### src/rtl/sweep_ctrl_if.sv
// Sweep control bus between the top-level control side (master) and sweep_ctrl (slave).
// Carries the sweep request/configuration and the sinegen-facing outputs.
interface sweep_ctrl_if #(
   parameter int unsigned D_WIDTH     = 8,
   parameter int unsigned DWELL_WIDTH = 16
);

   logic                   start;
   logic                   abort;
   logic [D_WIDTH-1:0]     f_start;
   logic [D_WIDTH-1:0]     f_stop;
   logic [D_WIDTH-1:0]     f_step;
   logic [DWELL_WIDTH-1:0] dwell;
   logic [D_WIDTH-1:0]     phase_in;

   logic                   en;
   logic [D_WIDTH-1:0]     incr;
   logic [D_WIDTH-1:0]     phase_offset;
   logic                   busy;
   logic                   done;
   logic                   step_pulse;

   modport master (
      output start, abort, f_start, f_stop, f_step, dwell, phase_in,
      input  en, incr, phase_offset, busy, done, step_pulse
   );

   modport slave (
      input  start, abort, f_start, f_stop, f_step, dwell, phase_in,
      output en, incr, phase_offset, busy, done, step_pulse
   );

endinterface

### src/rtl/sweep_ctrl.sv
// Frequency-sweep sequencer stepping sinegen's incr from f_start to f_stop with a dwell per step.
// Optional: define SWEEP_LOOP_EN to restart the sweep at f_start instead of finishing.
module sweep_ctrl #(
   parameter int unsigned D_WIDTH     = 8,
   parameter int unsigned DWELL_WIDTH = 16
) (
   input logic         clk,
   input logic         rst,
   sweep_ctrl_if.slave bus
);

   typedef enum logic [1:0] {StIdle, StRun, StDone} state_e;

   state_e                 state_q, state_d;
   logic                   en_q, en_d;
   logic                   busy_q, busy_d;
   logic                   done_q, done_d;
   logic                   step_q, step_d;
   logic [D_WIDTH-1:0]     incr_q, incr_d;
   logic [D_WIDTH-1:0]     phase_q, phase_d;
   logic [D_WIDTH-1:0]     stop_q, stop_d;
   logic [D_WIDTH-1:0]     fstep_q, fstep_d;
   logic                   up_q, up_d;
   logic [DWELL_WIDTH-1:0] dwell_q, dwell_d;
   logic [DWELL_WIDTH-1:0] cnt_q, cnt_d;
`ifdef SWEEP_LOOP_EN
   logic [D_WIDTH-1:0]     fstart_q, fstart_d;
`endif

   logic                   start_ok;
   logic                   dwell_exp;
   logic                   at_end;
   logic [DWELL_WIDTH-1:0] in_dwell_m1;
   logic [D_WIDTH:0]       sum;
   logic [D_WIDTH:0]       diff;
   logic [D_WIDTH-1:0]     next_val;

   assign start_ok    = bus.start & ~bus.abort;
   assign dwell_exp   = (cnt_q == '0);
   assign at_end      = (incr_q == stop_q) || (fstep_q == '0);
   // Counter holds cycles remaining after the current one; dwell of 0 behaves as 1.
   assign in_dwell_m1 = (bus.dwell == '0) ? '0 : bus.dwell - DWELL_WIDTH'(1);

   always_comb begin
      sum      = {1'b0, incr_q} + {1'b0, fstep_q};
      diff     = {1'b0, incr_q} - {1'b0, fstep_q};
      next_val = stop_q;
      if (up_q) begin
         if (!sum[D_WIDTH] && (sum[D_WIDTH-1:0] <= stop_q)) begin
            next_val = sum[D_WIDTH-1:0];
         end
      end else begin
         if (!diff[D_WIDTH] && (diff[D_WIDTH-1:0] >= stop_q)) begin
            next_val = diff[D_WIDTH-1:0];
         end
      end
   end

   always_ff @(posedge clk) begin
      if (rst) begin
         state_q  <= StIdle;
         en_q     <= 1'b0;
         busy_q   <= 1'b0;
         done_q   <= 1'b0;
         step_q   <= 1'b0;
         incr_q   <= '0;
         phase_q  <= '0;
         stop_q   <= '0;
         fstep_q  <= '0;
         up_q     <= 1'b0;
         dwell_q  <= '0;
         cnt_q    <= '0;
`ifdef SWEEP_LOOP_EN
         fstart_q <= '0;
`endif
      end else begin
         state_q  <= state_d;
         en_q     <= en_d;
         busy_q   <= busy_d;
         done_q   <= done_d;
         step_q   <= step_d;
         incr_q   <= incr_d;
         phase_q  <= phase_d;
         stop_q   <= stop_d;
         fstep_q  <= fstep_d;
         up_q     <= up_d;
         dwell_q  <= dwell_d;
         cnt_q    <= cnt_d;
`ifdef SWEEP_LOOP_EN
         fstart_q <= fstart_d;
`endif
      end
   end

   always_comb begin
      state_d = state_q;
      unique case (state_q)
         StIdle: begin
            if (start_ok) begin
               state_d = StRun;
            end
         end
         StRun: begin
            // abort outranks a coincident dwell expiry
            if (bus.abort) begin
               state_d = StIdle;
            end else if (dwell_exp && at_end) begin
`ifdef SWEEP_LOOP_EN
               state_d = StRun;
`else
               state_d = StDone;
`endif
            end
         end
         StDone: begin
            state_d = StIdle;
         end
         default: begin
            state_d = StIdle;
         end
      endcase
   end

   always_comb begin
      en_d     = (state_d == StRun);
      busy_d   = (state_d == StRun);
      done_d   = 1'b0;
      step_d   = 1'b0;
      incr_d   = incr_q;
      phase_d  = phase_q;
      stop_d   = stop_q;
      fstep_d  = fstep_q;
      up_d     = up_q;
      dwell_d  = dwell_q;
      cnt_d    = cnt_q;
`ifdef SWEEP_LOOP_EN
      fstart_d = fstart_q;
`endif
      unique case (state_q)
         StIdle: begin
            if (start_ok) begin
               incr_d   = bus.f_start;
               phase_d  = bus.phase_in;
               stop_d   = bus.f_stop;
               fstep_d  = bus.f_step;
               up_d     = (bus.f_stop >= bus.f_start);
               dwell_d  = in_dwell_m1;
               cnt_d    = in_dwell_m1;
`ifdef SWEEP_LOOP_EN
               fstart_d = bus.f_start;
`endif
            end
         end
         StRun: begin
            if (!bus.abort) begin
               if (!dwell_exp) begin
                  cnt_d = cnt_q - DWELL_WIDTH'(1);
               end else if (at_end) begin
                  done_d = 1'b1;
`ifdef SWEEP_LOOP_EN
                  incr_d = fstart_q;
                  cnt_d  = dwell_q;
`endif
               end else begin
                  incr_d = next_val;
                  cnt_d  = dwell_q;
                  step_d = 1'b1;
               end
            end
         end
         default: begin
         end
      endcase
   end

   assign bus.en           = en_q;
   assign bus.busy         = busy_q;
   assign bus.done         = done_q;
   assign bus.step_pulse   = step_q;
   assign bus.incr         = incr_q;
   assign bus.phase_offset = phase_q;

endmodule

### src/flat_wrapper.sv
// flat-port wrapper written by rule: the top's interface ports become plain ports
module sweep_ctrl_flat 
#(
   parameter int unsigned D_WIDTH     = 8,
   parameter int unsigned DWELL_WIDTH = 16
)
  (clk, rst, bus_start, bus_abort, bus_f_start, bus_f_stop, bus_f_step, bus_dwell, bus_phase_in, bus_en, bus_incr, bus_phase_offset, bus_busy, bus_done, bus_step_pulse);
  sweep_ctrl_if #(.D_WIDTH(D_WIDTH), .DWELL_WIDTH(DWELL_WIDTH)) bus_i ();
  input logic clk;
  input logic rst;
  input wire logic [$bits(bus_i.start)-1:0] bus_start;
  input wire logic [$bits(bus_i.abort)-1:0] bus_abort;
  input wire logic [$bits(bus_i.f_start)-1:0] bus_f_start;
  input wire logic [$bits(bus_i.f_stop)-1:0] bus_f_stop;
  input wire logic [$bits(bus_i.f_step)-1:0] bus_f_step;
  input wire logic [$bits(bus_i.dwell)-1:0] bus_dwell;
  input wire logic [$bits(bus_i.phase_in)-1:0] bus_phase_in;
  output wire logic [$bits(bus_i.en)-1:0] bus_en;
  output wire logic [$bits(bus_i.incr)-1:0] bus_incr;
  output wire logic [$bits(bus_i.phase_offset)-1:0] bus_phase_offset;
  output wire logic [$bits(bus_i.busy)-1:0] bus_busy;
  output wire logic [$bits(bus_i.done)-1:0] bus_done;
  output wire logic [$bits(bus_i.step_pulse)-1:0] bus_step_pulse;
  assign bus_i.start = bus_start;
  assign bus_i.abort = bus_abort;
  assign bus_i.f_start = bus_f_start;
  assign bus_i.f_stop = bus_f_stop;
  assign bus_i.f_step = bus_f_step;
  assign bus_i.dwell = bus_dwell;
  assign bus_i.phase_in = bus_phase_in;
  assign bus_en = bus_i.en;
  assign bus_incr = bus_i.incr;
  assign bus_phase_offset = bus_i.phase_offset;
  assign bus_busy = bus_i.busy;
  assign bus_done = bus_i.done;
  assign bus_step_pulse = bus_i.step_pulse;
  sweep_ctrl #(.D_WIDTH(D_WIDTH), .DWELL_WIDTH(DWELL_WIDTH)) u_core (.clk(clk), .rst(rst), .bus(bus_i));
endmodule
### config.mk
export PLATFORM = sky130hd
export DESIGN_NAME = sweep_ctrl_flat
export DESIGN_NICKNAME = d
export VERILOG_FILES = /design/src/rtl/sweep_ctrl_if.sv /design/src/rtl/sweep_ctrl.sv /design/src/flat_wrapper.sv
export SDC_FILE = /design/constraint.sdc
export NUM_CORES = 1
export LEC_CHECK = 0
export ABC_AREA = 1
export CORE_MARGIN = 1.5
export CORE_UTILIZATION = 34
export DETAILED_ROUTE_END_ITERATION = 6
export PLACE_DENSITY_LB_ADDON = 0.2
export SYNTH_ARGS = -nofsm -noshare
export SYNTH_HDL_FRONTEND = slang
export SYNTH_SLANG_ARGS = --single-unit
### constraint.sdc
create_clock -name clk -period 4.14 [get_ports clk]
set_clock_uncertainty 0.2 [all_clocks]
set_input_delay 1.035 -clock clk [delete_from_list [all_inputs] [get_ports clk]]
set_output_delay 1.035 -clock clk [all_outputs]
set_load 0.03 [all_outputs]
==> impl_metrics.tcl, run 1 <==
set metrics [dict create \
    syn-cell-area_um2 5328 \
    cp.required_ns 4.17 \
    synthDominantCellAreaShare_pct 26.30 \
    grt_max_degree 49 \
    r2r_end "u_core.bus.incr[7]" \
    dp.final_hpwl_um 11510 \
    regToRegSetupSlack_ns 0.77 \
    slew_viol_final 0 \
    cts_hold_buf 0 \
    clockBufferDepth 2 \
    cts_buffers 9 \
    start_util_pct 34.92 \
    fmax_mhz 296.7 \
    relSlewSlack_pct 60.00 \
    post_cts_resized 0 \
    ant_nets 0 \
    crit_top_cell "nand2_1" \
    gp_congestion 0.8688 \
    setup_tns_ns 0 \
    grt_use_total_pct 19.49 \
    ys_seq_area_share_pct 26.30 \
    first_pass_iters 5 \
    r2r-start "u_core.fstep_q[2]" \
    die_h_um 128.2 \
    fin_crit_ns 3.371 \
    hold_start "u_core.dwell_q[8]" \
    cp-end-kind "flip-flop" \
    leakage_uw 0.003021 \
    routed_wl_um 15450 \
    worstPathCellList "inv_1, ha_1, or2_2, nand3_1, nand3_1, nand2_1, inv_1, ha_1, nand2_1, inv_1, nor2_1, o21a_1, nand2_1, nand2_2, nand2_1, nand3_1, nand3_1, nand2_1, a21oi_1" \
    startpoint "u_core.fstep_q[2]" \
    synth_flop_cell "dfxtp_1" \
    critPathArrivalTime_ns 3.40 \
    synthArstFlopShare_pct 0 \
    syn-num-nets 926 \
    cp-endpoint "u_core.bus.incr[7]" \
    drt_iter0_drc 328 \
    diodes 0 \
    rsz0062_at_grt "false" \
    final_cell_area_um2 6501 \
    syn_inst 830 \
    grt_pass1_wl_um 25130 \
    synth_area_leaders "dfxtp_1 26%, nand2_1 12%, ha_1 9.9%" \
    grt_pass1_vias 4865 \
    vias 5398 \
    synth-edff-count 0 \
    finalHoldViolCount 0 \
    worst_pin_slew_ns 0.5964 \
    numPortBuffers 71 \
    status "finished, final reports clean" \
    total_power_uw 2463 \
    fp.dieW_um 128.2 \
    nets 982 \
    cts_root_buf "clkbuf_16" \
    insertion_delay_ns 0.34 \
    cts_tree "done" \
    h-tree-depth 3 \
    critPathLaunchType "flip-flop" \
    p_per_area_nw_per_um2 378.9 \
    core-area_um2 15260 \
    place_area_um2 6201 \
    overflow 0 \
    core.rowCount 45 \
    min_path_type "flip-flop to flip-flop" \
    yosysTopAreaCell "dfxtp_1" \
    post_cts_buffers 0 \
    fp.dieArea_um2 16430 \
    io_pins 72 \
    synth_area_per_cell_um2 6.419 \
    drv_cap 0 \
    slowest_stage "ha_1" \
    synth.distinct_cells 43 \
    ys.warnings.count 0 \
    slowest_delay_ns 0.39 \
    cts.reportedPaths.clkPinSlew_ns 0.06 \
    setup_viol 0 \
    ys_seq_elements 70 \
    layout-area-overhead-vs-synth_pct 22.03 \
    ir_worst_vdd_mv 0.1984 \
    cp_max_fo 9 \
    critical_path_class "flip-flop to flip-flop" \
    avgRoutedWirePerCell_um 14.03 \
    clkSinkCount 70 \
    drive_above_1_share_pct 5.281 \
    period_share_pct 81.41 \
    r2r_cells 19 \
    drc 0 \
    grt_antenna_before_repair 0 \
    vias_per_cell 4.903 \
]
[per-layer routing]
metal / share of wire [%] / vias up / track usage (%)
li1: - / 2803 / -
met1: 49 / 2414 / 26.49
met2: 44 / 157 / 31.37
met3: 5.1 / 24 / 3.339
met4: 1.7 / 0 / 6.279
met5: 0 / - / 0
[metrics by stage]
stage | setup WS [ns] | util [%] | hold slack (ns) | cells
after global placement | 0.7365 | 40.64 | 0.2589 | 1086
after global routing | 0.3681 | 42.61 | 0.2969 | 1101
after floorplan | 1.068 | - | 0.2454 | 830
after detailed placement | 0.6876 | 40.64 | 0.2609 | 1086
final | 0.7695 | 42.61 | 0.2684 | 1101
after CTS | 0.7937 | 42.61 | 0.2699 | 1101
[critical path, delay by kind of cell, from the launching register on]
kind,cells,cell delay [ns]
flops,1,0.37
fa+ha+maj,2,0.67
compound gates,2,0.19
simple gates,12,1.65
buf+inv,3,0.17
[cell usage after synthesis (4+ instances only)]
library cell	instances
buf_2	4
clkbuf_1	20
dfxtp_1	70
or2_2	9
inv_1	99
nor2_1	99
nor4_1	4
nand4_1	8
nor3_1	17
nand2_2	4
nor2_2	5
xnor2_1	13
nand3_1	78
o21ai_0	51
ha_1	42
o21ai_1	10
a21oi_1	76
xor2_1	18
nand2_1	168
buf_4	4
[flip-flops by register name, summed over array words and instances, names as in the netlist, 2 cells and up]
name,flops
u_core.cnt_q,16
u_core.bus.phase_offset,8
u_core.state_q,2
u_core.fstep_q,8
u_core.dwell_q,16
u_core.bus.incr,8
u_core.stop_q,8
[worst min path at each step]
stage	endpoint	slack, ns	cells after the start
detailed placement	u_core.dwell_q[8]	0.26	2
finish	u_core.dwell_q[8]	0.27	2
floorplan	u_core.dwell_q[12]	0.25	2
CTS	u_core.dwell_q[8]	0.27	2
global placement	u_core.dwell_q[8]	0.26	2
global route	u_core.dwell_q[8]	0.30	2
[cells in the final DEF, fill, tap and decap left out, drive strengths merged]
cell	synthesis	routed
a21boi	1	1
a21o	1	1
a21oi	78	78
and2	3	3
and3	1	1
buf	11	5
bufinv	0	1
clkbuf	20	12
clkdlybuf4s50	0	71
clkinv	1	3
dfxtp	70	70
fa	2	2
ha	42	42
inv	102	102
nand2	173	173
nand3	80	80
nand3b	3	3
nand4	9	9
nor2	104	104
nor3	17	17
nor3b	2	2
nor4	4	4
o2111ai	1	1
o211ai	1	1
o21a	1	1
o21ai	61	61
o21bai	2	2
or2	9	9
xnor2	13	13
xor2	18	18
[where the power goes]
part,switching [µW],internal (µW)
Sequential,50.1,724
Clock,300,496
Combinational,555,338
[logic make-up after synthesis]
group           synth area share, %
simple gates                  33.40
compound gates                14.44
buf+inv                       10.15
flops                         26.30
fa+ha+maj                     10.62
xor+xnor                      5.096
[layout make-up]
cell class | count | area [µm²]
repair buffers | 76 | 760.7
clock inverters | 3 | 43.79
inverters | 103 | 389.1
fillers | 1642 | 8757
clock buffers | 12 | 256.5
multi-input cells | 626 | 3386
flip-flops and latches | 70 | 1401
well taps | 211 | 264.0
Power figures use the tool's default switching activity.
==> run 2, diff against run 1 <==
==> constraint.sdc (replaced) <==
create_clock -name clk -period 3.3 [get_ports clk]
set_clock_uncertainty 0.2 [all_clocks]
set_input_delay 0.825 -clock clk [delete_from_list [all_inputs] [get_ports clk]]
set_output_delay 0.825 -clock clk [all_outputs]
set_load 0.03 [all_outputs]
==> run 2 against run 1 <==
Global-route usage rose by 0.85 points. Setup slack got worse by 0.53 ns. Critical path depth up 1. Critical endpoint unchanged.
==> impl_metrics.tcl, run 2 (same netlist as run 1, synthesis figures left out) <==
set metrics [dict create \
    diodes 0 \
    clkPwrFrac_pct 29.1 \
    core.rowCount 45 \
    slowest_stage "dfxtp_1" \
    insertion_delay_ns 0.35 \
    startpoint "u_core.fstep_q[4]" \
    p_per_area_nw_per_um2 460.8 \
    numPortBuffers 71 \
    grt_pass1_vias 5193 \
    cts_hold_buf 0 \
    drive_above_1_share_pct 9.361 \
    die_h_um 128.2 \
    period_share_pct 92.89 \
    comb_power_share_pct 39.8 \
    pwr-share-seq_pct 31.2 \
    worst_pin_slew_ns 0.6907 \
    status "finished, final reports clean" \
    relSlewSlack_pct 53.90 \
    cts_buffers 9 \
    crit_top_cell "nand2_1" \
    routed_wl_um 15750 \
    vias_per_cell 4.818 \
    critPathLaunchType "flip-flop" \
    drv_cap 0 \
    cp-end-kind "flip-flop" \
    layout-area-overhead-vs-synth_pct 26.19 \
    drt_iter0_drc 318 \
    grt_pass1_wl_um 26270 \
    mostFrequentLayoutCells "165 x nand2_1, 99 x inv_1, 96 x nor2_1, 77 x nand3_1, 76 x a21oi_1" \
    cpLargestDelayFamily "simple AND/OR/NAND/NOR gates" \
    cts.reportedPaths.clkPinSlew_ns 0.06 \
    layout_commonest_cell "nand2_1" \
    core-area_um2 15260 \
    overflow 0 \
    whs_ns 0.2773 \
    slew_viol_final 0 \
    grt_use_total_pct 20.34 \
    hold_start "u_core.dwell_q[8]" \
    wl_met3_um 1026 \
    fmax_mhz 326.2 \
    critical_path_class "flip-flop to flip-flop" \
    cp.required_ns 3.33 \
    min_path_type "flip-flop to flip-flop" \
    clockBufferDepth 2 \
    fp.dieW_um 128.2 \
    leakage_uw 0.003102 \
    fin_crit_ns 3.065 \
    critPathArrivalTime_ns 3.10 \
    cts_tree "done" \
    clkSinkCount 70 \
    wl_met1_um 7628 \
    avgRoutedWirePerCell_um 14.08 \
    drc 0 \
    cp_max_fo 7 \
    p_sw_uw 1182 \
    cts_root_buf "clkbuf_16" \
    vias 5391 \
    first_pass_iters 5 \
    io_pins 72 \
    setup_viol 0 \
    grt_max_degree 43 \
    reg_top3 "u_core.cnt_q: 16 flops, u_core.dwell_q: 16 flops" \
    total_power_uw 3098 \
    start_util_pct 34.92 \
    nets 1000 \
    finalHoldViolCount 0 \
    internal_power_uw 1916 \
    fp.dieArea_um2 16430 \
    top_layer "met4" \
    place_area_um2 6321 \
    ant_nets 0 \
    worst_slack_ns 0.2347 \
    gp_congestion 0.8589 \
    h-tree-depth 3 \
    dp.final_hpwl_um 11980 \
    grt_antenna_before_repair 0 \
    slowest_delay_ns 0.37 \
    ir_worst_vdd_mv 0.2819 \
    path_buf_inv 4 \
    routed-wl-met2_um 6909 \
    worstPathCellList "inv_1, ha_4, inv_1, nand2_1, nand2_1, a21oi_1, nand3_1, nand2_1, inv_1, ha_1, a21o_1, nor2_1, nand2_1, nand2_2, buf_6, nand3_1, nand3_1, nand3_1, nand2_1, a21oi_1" \
    switching_share_pct 38.15 \
    place_ws_ns 0.08107 \
    r2r-start "u_core.fstep_q[4]" \
    final_cell_area_um2 6723 \
]
==> run 2: final timing paths <==
check	depth (start not counted)	slack, ns	end
max reg2reg	20	0.23	u_core.bus.incr[7]
min reg2reg	2	0.28	u_core.dwell_q[8]
max	20	0.23	u_core.bus.incr[7]
min	2	0.28	u_core.dwell_q[8]
==> run 2: power groups by stage <==
stage	registers, µW	logic [µW]	clock network (µW)
2_1_floorplan	999	775	0
3_3_place_gp	979	1160	0
3_5_place_dp	979	1160	0
4_1_cts	961	1170	929
5_1_grt	973	1390	962
6_report	965	1230	900
==> run 2: cell type report <==
| class | instances | area, µm² |
|---|---|---|
| Fill cell | 1626 | 8536 |
| Multi-Input combinational cell | 626 | 3498 |
| Sequential cell | 70 | 1406 |
| Timing Repair Buffer | 94 | 899.6 |
| Inverter | 103 | 389.1 |
| Tap cell | 211 | 264.0 |
| Clock buffer | 10 | 229.0 |
| Clock inverter | 5 | 36.28 |
==> run 2: layer usage <==
| metal | vias to the layer above | GRT usage [%] |
|---|---|---|
| met4 | 0 | 4.560 |
| met5 | - | 0 |
| li1 | 2832 | - |
| met1 | 2397 | 27.84 |
| met3 | 16 | 5.008 |
| met2 | 146 | 32.32 |
==> run 2: stage by stage <==
stage	util (%)	std cells	TNS (ns)
3_3_place_gp	41.43	1102	0
6_report	44.06	1119	0
2_1_floorplan	-	830	0
5_1_grt	44.06	1119	-0.09300
4_1_cts	43.17	1117	0
3_5_place_dp	41.43	1102	0
==> run 2: worst min-delay path, delay by kind of cell (launching register included) <==
kind             cells  cell delay [ns]
AO/OA/AOI/OAI        1             0.06
flip-flops           1             0.31
AND/OR/NAND/NOR      1             0.06
==> run 2: repair_timing <==
action                     4_1_cts  5_1_grt
setup endpoints to repair        0        8
setup buffers                    0        2
resized for setup                0       27
